<file path="config.mk">
export PLATFORM = sky130hd
export DESIGN_NAME = display_arbiter
export DESIGN_NICKNAME = d
export VERILOG_FILES = /design/src/rtl/display_pkg.sv /design/src/rtl/display_rr_pick.sv /design/src/rtl/display_arbiter.sv
export SDC_FILE = /design/constraint.sdc
export NUM_CORES = 1
export LEC_CHECK = 0
export ABC_AREA = 1
export CAP_MARGIN = 20
export CORE_ASPECT_RATIO = 0.75
export CORE_UTILIZATION = 30
export CTS_BUF_LIST = sky130_fd_sc_hd__clkbuf_16
export CTS_CLUSTER_DIAMETER = 150
export CTS_CLUSTER_SIZE = 10
export DETAILED_ROUTE_END_ITERATION = 12
export GPL_TIMING_DRIVEN = 0
export SLEW_MARGIN = 20
export SYNTH_ARGS = -nofsm -noshare
export SYNTH_HDL_FRONTEND = slang
export SYNTH_HIERARCHICAL = 1
export SYNTH_SLANG_ARGS = --single-unit
</file>
<file path="constraint.sdc">
create_clock -name clk -period 8.6 [get_ports clk]
set_input_delay 1.72 -clock clk [delete_from_list [all_inputs] [get_ports clk]]
set_output_delay 1.72 -clock clk [all_outputs]
set_load 0.02 [all_outputs]
</file>
<file path="src/rtl/display_pkg.sv">
// Shared definitions for the seven-segment display arbiter and its scheduler.
package display_pkg;

  localparam int unsigned DISP_NREQ_DEFAULT  = 4;
  localparam logic [31:0] DISP_DWELL_DEFAULT = 32'd99_999_999;

  typedef enum logic {
    IDLE = 1'b0,
    SHOW = 1'b1
  } disp_state_t;

endpackage

</file>
<file path="src/rtl/display_rr_pick.sv">
// Combinational winner selection: fixed priority (lowest index) or round-robin after 'last'.
module display_rr_pick #(
  parameter int unsigned NREQ = 4,
  parameter int unsigned SW   = $clog2(NREQ)
) (
  input  logic [NREQ-1:0] pending,
  input  logic [SW-1:0]   last,
  input  logic            mode,
  output logic            any,
  output logic [SW-1:0]   winner
);

  int unsigned     idx;
  logic [SW-1:0]   sel;
  logic            found;

  // Scan NREQ candidates in order; round-robin starts one past the last grant and wraps.
  always_comb begin
    any    = |pending;
    winner = '0;
    found  = 1'b0;
    idx    = 0;
    sel    = '0;
    for (int unsigned k = 0; k < NREQ; k++) begin
      idx = mode ? ((32'(last) + k + 1) % NREQ) : k;
      sel = SW'(idx);
      if (!found && pending[sel]) begin
        found  = 1'b1;
        winner = sel;
      end
    end
  end

endmodule

</file>
<file path="src/rtl/display_arbiter.sv">
// Shares one 8-digit display between NREQ word sources: one-entry buffers, scheduler, dwell timer.
module display_arbiter
  import display_pkg::*;
#(
  parameter int unsigned NREQ  = DISP_NREQ_DEFAULT,
  parameter logic [31:0] DWELL = DISP_DWELL_DEFAULT,
  parameter int unsigned SW    = $clog2(NREQ)
) (
  input  logic               clk,
  input  logic               rst,
  input  logic               mode,
  input  logic [NREQ-1:0]    req_valid,
  input  logic [32*NREQ-1:0] req_data,
  output logic [NREQ-1:0]    req_ready,
  output logic [31:0]        out_data,
  output logic               out_en,
  output logic [SW-1:0]      cur_src,
  output logic               busy
);

  disp_state_t     state;
  logic [31:0]     cnt;
  logic [NREQ-1:0] pending;
  logic [31:0]     word_buf [NREQ];
  logic [SW-1:0]   last;

  logic            any;
  logic [SW-1:0]   winner;
  logic [NREQ-1:0] accept;
  logic [NREQ-1:0] clr;
  logic            refresh;

  display_rr_pick #(
    .NREQ (NREQ),
    .SW   (SW)
  ) u_pick (
    .pending (pending),
    .last    (last),
    .mode    (mode),
    .any     (any),
    .winner  (winner)
  );

  assign req_ready = ~pending & {NREQ{~rst}};
  assign busy      = (state == SHOW);
  assign accept    = req_valid & ~pending;
  assign refresh   = (state == SHOW) && pending[cur_src];

  // Accepts only touch non-pending slots, so set and clear never hit the same bit.
  always_comb begin
    clr = '0;
    if (state == IDLE && any) clr[winner]  = 1'b1;
    else if (refresh)         clr[cur_src] = 1'b1;
  end

  always_ff @(posedge clk or posedge rst) begin
    if (rst) begin
      state    <= IDLE;
      cnt      <= '0;
      pending  <= '0;
      out_data <= '0;
      out_en   <= 1'b0;
      cur_src  <= '0;
      last     <= SW'(NREQ - 1);
      for (int unsigned i = 0; i < NREQ; i++) word_buf[i] <= '0;
    end else begin
      out_en  <= 1'b0;
      pending <= (pending | accept) & ~clr;
      for (int unsigned i = 0; i < NREQ; i++) begin
        if (accept[i]) word_buf[i] <= req_data[32*i +: 32];
      end
      case (state)
        IDLE: begin
          if (any) begin
            out_data <= word_buf[winner];
            out_en   <= 1'b1;
            cur_src  <= winner;
            last     <= winner;
            cnt      <= DWELL;
            state    <= SHOW;
          end
        end
        SHOW: begin
          if (refresh) begin
            out_data <= word_buf[cur_src];
            out_en   <= 1'b1;
          end
          if (cnt == '0) begin
            state <= IDLE;
          end else begin
            cnt <= cnt - 32'd1;
          end
        end
        default: state <= IDLE;
      endcase
    end
  end

endmodule

</file>
==> run metrics <==
sequential power share 0.325; crit path DAT 3040 ps; Port Buf Inserts 174; Synth cell types 35; TritonCTS clock tree done; Total GRT Usage 0.2125; # DRC 0; H-tree depth 1; antenna viol nets, final 0; maxcap violations 0; Tmin final 4760 ps; HPWL Detailed 29.06 mm; global-route congestion overflow total 0; Final Power 5350 µW; # setup viols final 0; clock latency on the worst-skew pair 540 ps; Clock Path Buffers 3; mean post-synth cell area 7.977 µm²; Crit path required time 6880 ps; clk root buf clkbuf_16; hold crit path type reg -> reg; WL/cell 19.47 µm; TNS Setup 0 ps; Cells after Synth 1,368; FF-to-FF path depth 17; cell mode on critical path clkdlybuf4s50_1; Clock Skew 30.72 ps; part of the power in combinational logic 0.504; Final Max Tran Viols 0; clk slew on worst S/H paths 50 ps; Power Internal 2914 µW; Crit Path Class in -> out; r2r startpoint last[0]; synthesis-to-layout area growth 27.95%; PwrDens 383.2 nW/µm²; Worst-Margin Slew 889.1 ps; vias in the first global route 10.06k; fill cell count 3,627; Iter 0 DRT Violations 1,197; initial antenna violation count 1; CP Launch Point rst; Die Y 167.2 µm; Final Hold Vio Count 0; sequential share of the synthesized area 0.4634; starting density of the core 0.3048; Yosys reg bits 202; Max Freq 210.1 MHz; Antenna Cells 0; Hold Buf Count CTS 0; vias after detailed routing 10.54k; net switching power 2436 µW; R2R setup slack 5330 ps; kind of end point of the critical path output pin; leakage 0.006499 µW; largest cells by area after synthesis dfrtp_1 (46%), nand2_1 (17%), mux2_2 (8.0%); Sw Share 0.4554; setup repair after global routing missed its margin false; # Post-CTS Setup Buffers 0; largest net degree at the start of global routing 91; warnings from Yosys 6; Pre-antenna DRT Iters 5; CP max stage delay 620 ps; Chip Width 222.2 µm; post-cts resize count 0; critical path's slowest cell clkdlybuf4s50_1; Final period util 0.5535; # rows 60; CTS buffer count 24; status complete, no violations; Slew HR 0.4073; post-synthesis instance area 10,910 µm²; VDD IR max 0.1720 mV; IO Count 175; gpl congestion 0.9181; critical path peak fanout 5; final wirelength 39.77 mm; clock sink count 202; worst r2r dst out_data[11]; CP endpoint req_ready[0]; Syn Nets 1,504; die area 37,150 µm²; first-pass GRT wire length 60.24 mm; Worst Hold Depth 2; Core ar. 35,810 µm²; startpoint types input pin; vias per cell 5.160; top-area cell type share of the netlist area 0.4586; crit-path cells clkdlybuf4s50_1 -> nor2_1 -> clkdlybuf4s50_1; Nets 1,706; largest area contributor in the netlist dfrtp_1; layout cells sized above 1 0.1248; clock power share 0.170
-- metrics by stage --
stage	hold slack [ps]	cells	setup WS (ps)	instance area, µm²	utilization
floorplan	474.8	1368	1373	10910	-
global placement	491.0	2007	-1620	13240	0.3696
detailed placement	496.9	2009	3643	13300	0.3714
CTS	511.3	2043	3822	13960	0.3899
global route	535.0	2043	3765	13960	0.3899
finish	509.6	2043	3840	13960	0.3899
-- cells in the mapped netlist (all sizes together) --
cell and count:
o21ai 52, mux2 78, dfrtp 200, clkbuf 29, dfstp 2, nor2 133
nand3 72, ha 1, nor3 2, o22ai 30, o2111ai 7, xnor2 4
buf 32, nand2 503, o211ai 1, nand3b 1, clkinv 4, o21bai 3
nand4 50, inv 102, xor2 8, a21oi 54
-- worst max-delay path: cells and delay by family --
kind / cells / cell delay (ps)
and+or+nand+nor: 1 / 150
buffers and inverters: 2 / 1170
-- cell families (layout without fill, tap and decap cells) --
kind of cell | Yosys count | count (layout) | share of synthesized area
and+or+nand+nor | 761 | 761 | 0.2997
DFF | 202 | 202 | 0.4634
buffers and inverters | 167 | 377 | 0.06432
AOI/OAI and AO/OA | 147 | 147 | 0.08129
muxes | 78 | 78 | 0.08049
xor gates and xnor gates | 12 | 12 | 0.009631
adders and majority gates | 1 | 1 | 0.001146
-- power groups by stage --
stage                     Sequential [µW]  Clock, µW  Combinational, µW
after floorplan                      1730          0               1690
after global placement               1730          0               2590
after detailed placement             1750          0               2650
after CTS                            1730        925               2670
after global routing                 1790        970               2960
final                                1740        912               2700
-- cell usage in the layout, fill, tap and decap left out, types with 25 or more instances in the layout --
master and n:
clkbuf_1 29, nand2_1 482, a21oi_1 54, nand3_1 72
clkdlybuf4s50_1 174, clkbuf_16 25, dfrtp_1 200, nor2_1 114
nand4_1 50, inv_1 102, mux2_2 78, o22ai_1 29
o21ai_0 32
-- layout make-up --
type                       count  area [µm²]  area share
buffer                        61       304.0     0.02177
clock buffer                  25       625.6     0.04480
clock inverter                 9       38.79    0.002778
inverter                     106       405.4     0.02903
multi-input combinational    999        5154      0.3691
sequential                   202        5057      0.3622
tap                          465       581.8     0.04167
timing repair buffer         176        1797      0.1287
-- flip-flops by register name, summed over array words and instances (netlist names) --
| name | flops |
|---|---|
| word_buf | 128 |
| last | 2 |
| out_data | 32 |
| cnt | 32 |
| cur_src | 2 |
| out_en | 1 |
| pending | 4 |
| busy | 1 |
-- worst min path at each step --
stage / start / endpoint / slack (ps)
floorplan: last[0] / last[0] / 470
global placement: last[0] / last[0] / 490
detailed placement: out_data[17] / out_data[17] / 500
CTS: out_data[17] / out_data[17] / 510
global route: out_data[17] / out_data[17] / 540
finish: out_data[17] / out_data[17] / 510
-- routing by layer --
metal  global-route usage  routed length [µm]
met1               0.3132               18450
met2               0.3120               16810
met3              0.04281                3473
met4              0.06190                1026
met5                    0                  14
(Power assumes the default switching activity.)
